## src/rtl/ram_expect_pipe.sv

```systemverilog
// Valid + expected-value delay line matching the RAM read latency (DEPTH cycles).
// No backpressure: one entry may be pushed every cycle.
module ram_expect_pipe #(
  parameter int DEPTH = 1,
  parameter int W     = 32
) (
  input  logic         clk,
  input  logic         rst_n,
  input  logic         push_vld,
  input  logic [W-1:0] push_dat,
  output logic         exp_vld,
  output logic [W-1:0] exp_dat,
  output logic         pending
);

  logic [DEPTH-1:0] vld;
  logic [W-1:0]     dat [DEPTH];

  always_ff @(posedge clk or negedge rst_n) begin
    if (!rst_n) begin
      vld <= '0;
      for (int i = 0; i < DEPTH; i++) dat[i] <= '0;
    end else begin
      vld[0] <= push_vld;
      dat[0] <= push_dat;
      for (int i = 1; i < DEPTH; i++) begin
        vld[i] <= vld[i-1];
        dat[i] <= dat[i-1];
      end
    end
  end

  assign exp_vld = vld[DEPTH-1];
  assign exp_dat = dat[DEPTH-1];

  // Entries still in flight behind the one being compared this cycle.
  always_comb begin
    pending = 1'b0;
    for (int i = 0; i < DEPTH - 1; i++) pending = pending | vld[i];
  end

endmodule

```

## config.mk

```make
export PLATFORM = sky130hd
export DESIGN_NAME = ram_expect_pipe
export DESIGN_NICKNAME = d
export VERILOG_FILES = /design/src/rtl/ram_expect_pipe.sv
export SDC_FILE = /design/constraint.sdc
export NUM_CORES = 1
export LEC_CHECK = 0
export CAP_MARGIN = 40
export CORE_MARGIN = 2
export CORE_UTILIZATION = 50
export CTS_BUF_LIST = sky130_fd_sc_hd__clkbuf_16
export CTS_CLUSTER_DIAMETER = 120
export CTS_CLUSTER_SIZE = 28
export DETAILED_ROUTE_END_ITERATION = 16
export DONT_BUFFER_PORTS = 1
export PLACE_DENSITY_LB_ADDON = 0.2
export REMOVE_ABC_BUFFERS = 1
export SLEW_MARGIN = 5
export SYNTH_ARGS = -nofsm -noshare
export SYNTH_HDL_FRONTEND = slang
export SYNTH_SLANG_ARGS = --single-unit
export TNS_END_PERCENT = 100
```

## constraint.sdc

```tcl
create_clock -name clk -period 0.8 [get_ports clk]
set_clock_uncertainty 0.1 [all_clocks]
set_input_delay 0.24 -clock clk [delete_from_list [all_inputs] [get_ports clk]]
set_output_delay 0.24 -clock clk [all_outputs]
set_load 0.03 [all_outputs]
```

==> run metrics, run 1 <==
Ys Warns=0; Synth top area share=between 90% and 100%; Place WS=-60.0 ps; number of setup buffers added after CTS=0; synthesized cell area=837 µm²; outcome=stopped before the end; I/O Pins=about 70; part of the Yosys area used for sequential elements=98.7%; Avg Cell Area, Syn=23.9 µm²; Synth Register Bits=33; CTS resizes=28; largest cells by area after synthesis=dfrtp_1 (99%), buf_4 (0.90%), conb_1 (0.45%); Yosys top cell by area=dfrtp_1; clk buf depth=2; Die Ht=44.9 µm; Site Rows=14; H-tree depth=2; CTS sink count=33; CTS Hold Bufs=33; Log Error=[ERROR DPL-0033] detailed placement checks failed during check placement.; cts bufs inserted=5; initial core utilization=54.3%; RePlAce Congestion=0.548; Die W=44.9 µm; Root Buffer=clkbuf_16; Post-Place Cells=55; Exit stage=clock tree synthesis; Synth cell types=3; post-synthesis cell count=35; # port buffers=0
cells by family after synthesis:
family	share of synthesized area [%]
flops	98.7
buf+inv	0.897
other cells	0.448
metrics by stage:
stage | area, µm² | TNS [ps]
after floorplan | 830 | -244
after global placement | 950 | -753
after detailed placement | 950 | -789
cell usage after synthesis:
cell type and count:
dfrtp_1 33, buf_4 1, conb_1 1
==> run 2, diff against run 1 <==
CORE_AREA = 2 2 63 65   (was unset)
CORE_MARGIN = unset   (was 2)
CORE_UTILIZATION = unset   (was 50)
CTS_BUF_LIST = unset   (was sky130_fd_sc_hd__clkbuf_16)
CTS_CLUSTER_DIAMETER = unset   (was 120)
CTS_CLUSTER_SIZE = unset   (was 28)
DIE_AREA = 0 0 65 67   (was unset)
PLACE_DENSITY_LB_ADDON = 0.15   (was 0.2)
==> run 2 against run 1 <==
  * The flow now finishes, with violations (hold timing, setup timing)
  * Area after synthesis is the same
  * Synthesized cell count is the same
==> run metrics, run 2 <==
Crit Path Max Fanout=1; CTS tree=done; # diodes=0; Setup crit start=exp_dat[26]; vias in the first global route=507; Site Rows=22 (+8); Synth top cells by count=dfrtp_1 (33), buf_4 (1), conb_1 (1); # port buffers=0 (unchanged); core area=between 0.003 and 0.004 mm²; Fin Hold WS=-446 ps; max reg flops=32; fin crit period=approximately 1200 ps; aggregate global routing overflow=0; RSZ-0062 raised after global routing=true; Seq pwr share=between 50% and 60%; CTS sink count=33 (unchanged); Ys Warns=0 (unchanged); post-synthesis cell count=35 (unchanged); final hold vios=33; die footprint=approximately 0.0044 mm²; fillers=320; RePlAce Congestion=0.645 (+18%); Post-Place Cells=91 (+65%); Layout area overhead=81.2%; Worst IR Drop VDD=0.565 mV; Synth Register Bits=33 (unchanged); Final Cycle Share=145%; cts bufs inserted=5 (unchanged); I/O Pins=69 (unchanged); commonest non-fill, non-tap cell in the layout=dlygate4sd3_1; crit path launch type=register; Avg Cell Area, Syn=23.9 µm² (unchanged); Layout Utilization=a little over two fifths; clk buf depth=2 (unchanged); Synth top area share=98.7% (unchanged); Leak=0.631 nW; part of the Yosys area used for sequential elements=98.7% (unchanged); buffers plus inverters on the worst setup path=1; Die Ht=67 µm (+49%); arrival time at the worst endpoint=820 ps; most frequent cells in the layout=dlygate4sd3_1 (33), dfrtp_2 (24), dfrtp_1 (9), buf_12 (9), clkbuf_8 (6); global-route wire length before repair=2570 µm; H-tree depth=2 (unchanged); Final Max Slew Viols=0; critical path class=register to primary output; post-synthesis async set-or-reset flop share=100% (unchanged); critical path's top delay family=flip-flops; initial antenna violation count=0; outcome=complete, but fails checks; slowest CP cell=dfrtp_1; Yosys top cell by area=dfrtp_1; clock power share=35.1%; Residual DRC=0; Avg WL per Cell=14.1 µm; Die W=65 µm (+45%); drt first pass iters=4; initial core utilization=23.2% (-31 points); final wirelength=1850 µm; Worst Slack Setup Final=-357 ps; share of layout cells above drive strength 1=roughly 47%; synthesized cell area=837 µm² (unchanged); Post-synth EDFFs=0 (unchanged); switch share=22.9%; total net switching power=~0.0008 W; Hold WC Path Type=primary input to async pin; Final Total Pwr=0.00343 W; starting DRC count in detailed routing=23; largest cells by area after synthesis=dfrtp_1 (99%), buf_4 (0.90%), conb_1 (0.45%); count leader, synth=dfrtp_1; DR vias/cell=~3.6; Comb pwr share=8.2%; Final ANT Viol Nets=0; Total GRT Usage=under 10%; largest net degree at the start of global routing=34; number of setup buffers added after CTS=0 (unchanged); Worst Setup End Kind=primary output; Final Non-Filler Cells=131; crit-path max cell delay=approximately 400 ps; Synth cell types=3 (unchanged); CTS Hold Bufs=33 (unchanged); crit path cell chain=buf_12; CP Data Required Time=between 400 and 500 ps; via count=between 400 and 500; Root Buffer=clkbuf_8; CTS clock-pin slew for the worst setup and hold paths=roughly 60 ps; Final setup viols=33; failing checks=hold timing, setup timing; P per Cell Area=2260 mW/mm²; Peak Freq=864 MHz; Int Pwr=about 0.0026 W; Synth Flop Type=dfrtp_1; MaxCap Viol Count=0; Layout Nets=118
[run 2: cell counts after synthesis]
No cell type changed its count.
[run 2: cell type report]
| class | count | area [µm²] | area share, % |
|---|---|---|---|
| sequential | 33 | 856 | 56.4 |
| tap | 48 | 60.1 | 3.96 |
| timing repair buffer | 42 | 510 | 33.7 |
| multi-input combinational | 1 | 3.75 | 0.248 |
| clock buffer | 7 | 86.3 | 5.69 |
[run 2: kinds of logic (layout without fill, tap and decap cells)]
kind of cell | after synthesis | in the layout | synth area share (%)
flops | 33 | 33 | 98.7
buf+inv | 1 | 49 | 0.897
other cells | 1 | 1 | 0.448
[run 2: per-stage QoR]
stage	setup WS [ps]	instance area [µm²]	setup TNS [ps]
2_1_floorplan	-7.39	830	-244
3_3_place_gp	-60.8	1070	-1010
3_5_place_dp	-65.4	1070	-995
4_1_cts	-374	1520	-10430
5_1_grt	-384	1520	-10670
6_report	-357	1520	-9950
[run 2: repair_timing]
action | CTS | global route
endpoints found under the hold margin | 66 | 33
resized for setup | 24 | 0
endpoints found under the setup margin | 33 | 33
pin swaps | 0 | 0
[run 2: power groups by stage]
stage	Combinational (W)	Sequential, W	Clock, W
5_1_grt	0.000297	0.00195	0.00133
3_5_place_dp	0.000154	0.00196	0
3_3_place_gp	0.000153	0.00196	0
6_report	0.000281	0.00194	0.00120
2_1_floorplan	0.00000608	0.00199	0
4_1_cts	0.000285	0.00194	0.00126
[run 2: per-layer routing]
metal  share of wire (%)  global-route usage (%)
met1                  28                    7.49
met2                  57                    15.5
met3                  11                    3.72
met4                 3.5                    9.57
met5                   0                       0
[run 2: worst paths after layout]
check	endpoint	cells after the start
max	exp_dat[26]	1
min	exp_dat[31]	0
max in group asynchronous	exp_dat[8]	0
min in group clk	exp_dat[28]	1
(Power assumes the default switching activity.)
==> run 3, diff against run 2 <==
==> constraint.sdc (replaced) <==
create_clock -name clk -period 1.1 [get_ports clk]
set_clock_uncertainty 0.1 [all_clocks]
set_input_delay 0 -clock clk [delete_from_list [all_inputs] [get_ports clk]]
set_output_delay 0 -clock clk [all_outputs]
set_load 0.03 [all_outputs]
==> run 3 against run 2 <==
  * The run now ends clean
  * Critical path type unchanged
  * Sequential power shrank 26%
  * Via count shrank 3.4%
  * Routed wire length shrank 4.0%
  * Largest power group unchanged
==> run metrics, run 3 (synthesized netlist as in run 2, its figures left out) <==
die footprint=0.00436 mm² (unchanged); Worst Setup End Kind=primary output; max reg flops=32 (unchanged); Avg WL per Cell=14.3 µm (+1.4%); CP Data Required Time=1000 ps (+540 ps); initial antenna violation count=0 (unchanged); setup tns final=0 ps (+9950 ps); P per Cell Area=1820 mW/mm² (-19%); cts bufs inserted=5 (unchanged); clk buf depth=2 (unchanged); largest net degree at the start of global routing=34 (unchanged); CTS tree=done; outcome=completed; Hold WC Path Type=primary input to async pin; switch share=23.7% (+0.82 points); # port buffers=0 (unchanged); starting DRC count in detailed routing=21 (-8.7%); CTS resizes=0 (-100%); share of layout cells above drive strength 1=9.21% (-38 points); RePlAce Congestion=0.626 (-2.9%); Layout Nets=111 (-5.9%); Die Ht=67 µm (unchanged); I/O Pins=69 (unchanged); critical path class=register to primary output; Int Pwr=0.00186 W (-30%); Die W=65 µm (unchanged); initial core utilization=23.2% (unchanged); area of the multi-input gates=3.75 µm² (unchanged); Comb pwr share=5.4% (-2.8 points); Final ANT Viol Nets=0 (unchanged); Total GRT Usage=8.82% (-0.19 points); via count=451 (-3.4%); Final Cycle Share=81.2%; Fin Hold WS=69.8 ps (+516 ps); fillers=344 (+7.5%); commonest non-fill, non-tap cell in the layout=dlygate4sd3_1; Worst IR Drop VDD=0.452 mV (-20%); crit path launch type=register; fin crit period=894 ps; CTS clock-pin slew for the worst setup and hold paths=60 ps (about the same); MaxCap Viol Count=0 (unchanged); final hold vios=0 (-100%); global-route wire length before repair=2570 µm (unchanged); total net switching power=0.000578 W (-26%); most frequent cells in the layout=dlygate4sd3_1 (34), dfrtp_1 (33), clkbuf_8 (6); register area=826 µm² (-3.5%); vias in the first global route=500 (-1.4%); Leak=0.583 nW (-7.5%); RSZ-0062 raised after global routing=false; DR vias/cell=3.64 (+2.0%); Residual DRC=0 (unchanged); cell count along the critical path=0 (-1); Final Max Slew Viols=0 (unchanged); aggregate global routing overflow=0 (unchanged); Layout area overhead=59.6%; CTS sink count=33 (unchanged); H-tree depth=2 (unchanged); number of setup buffers added after CTS=0 (unchanged); Final setup viols=0 (-100%); arrival time at the worst endpoint=790 ps (-30 ps); Crit Path Max Fanout=1 (unchanged); final wirelength=1770 µm (-4.0%); Seq pwr share=58.8% (+2.1 points); clock power share=35.8% (+0.7 points); Peak Freq=1120 MHz; core area=0.00361 mm² (unchanged); # diodes=0 (unchanged); Site Rows=22 (unchanged); drt first pass iters=4 (unchanged); Root Buffer=clkbuf_8
==> run 3: area by class of cell <==
type,count,area share (%)
repair buffers,35,27.0
multi-input cells,1,0.281
flip-flops and latches,33,61.8
clock buffers,7,6.46
well taps,48,4.49
==> run 3: layer usage <==
layer / share of wire (%) / track usage, % / vias up
li1: - / - / 183
met3: 9.6 / 4.39 / 5
met5: 0 / 0 / -
met1: 31 / 7.78 / 225
met4: 3.1 / 7.18 / 0
met2: 56 / 15.1 / 38
==> run 3: path summary, 6_finish.rpt <==
check | endpoint | from | slack [ps]
max | exp_dat[10] | exp_dat[10] | 210
min | exp_dat[13] | rst_n | 70
max in group asynchronous | exp_dat[8] | rst_n | 660
min in group clk | exp_dat[21] | push_dat[21] | 180
==> run 3: power by group through the flow <==
stage               clock network, W    logic, W  registers, W
floorplan                          0  0.00000442       0.00144
global placement                   0  0.00000442       0.00146
detailed placement                 0  0.00000442       0.00146
CTS                         0.000917    0.000135       0.00143
global route                0.000969    0.000145       0.00144
finish                      0.000873    0.000132       0.00143
==> run 3: what timing repair did <==
action	4_1_cts	5_1_grt
endpoints found under the hold margin	66	0
hold buffers	35	0
setup endpoints to repair	0	0
==> run 3: metrics by stage <==
stage	power [W]	setup WS, ps	utilization [%]	cell area [µm²]	std cells
after floorplan	0.00145	533	-	830	34
after global placement	0.00146	503	24.7	890	82
after detailed placement	0.00146	498	24.7	890	82
final	0.00244	206	37.1	1340	124
after CTS	0.00248	191	37.1	1340	124
after global routing	0.00255	177	37.1	1340	124
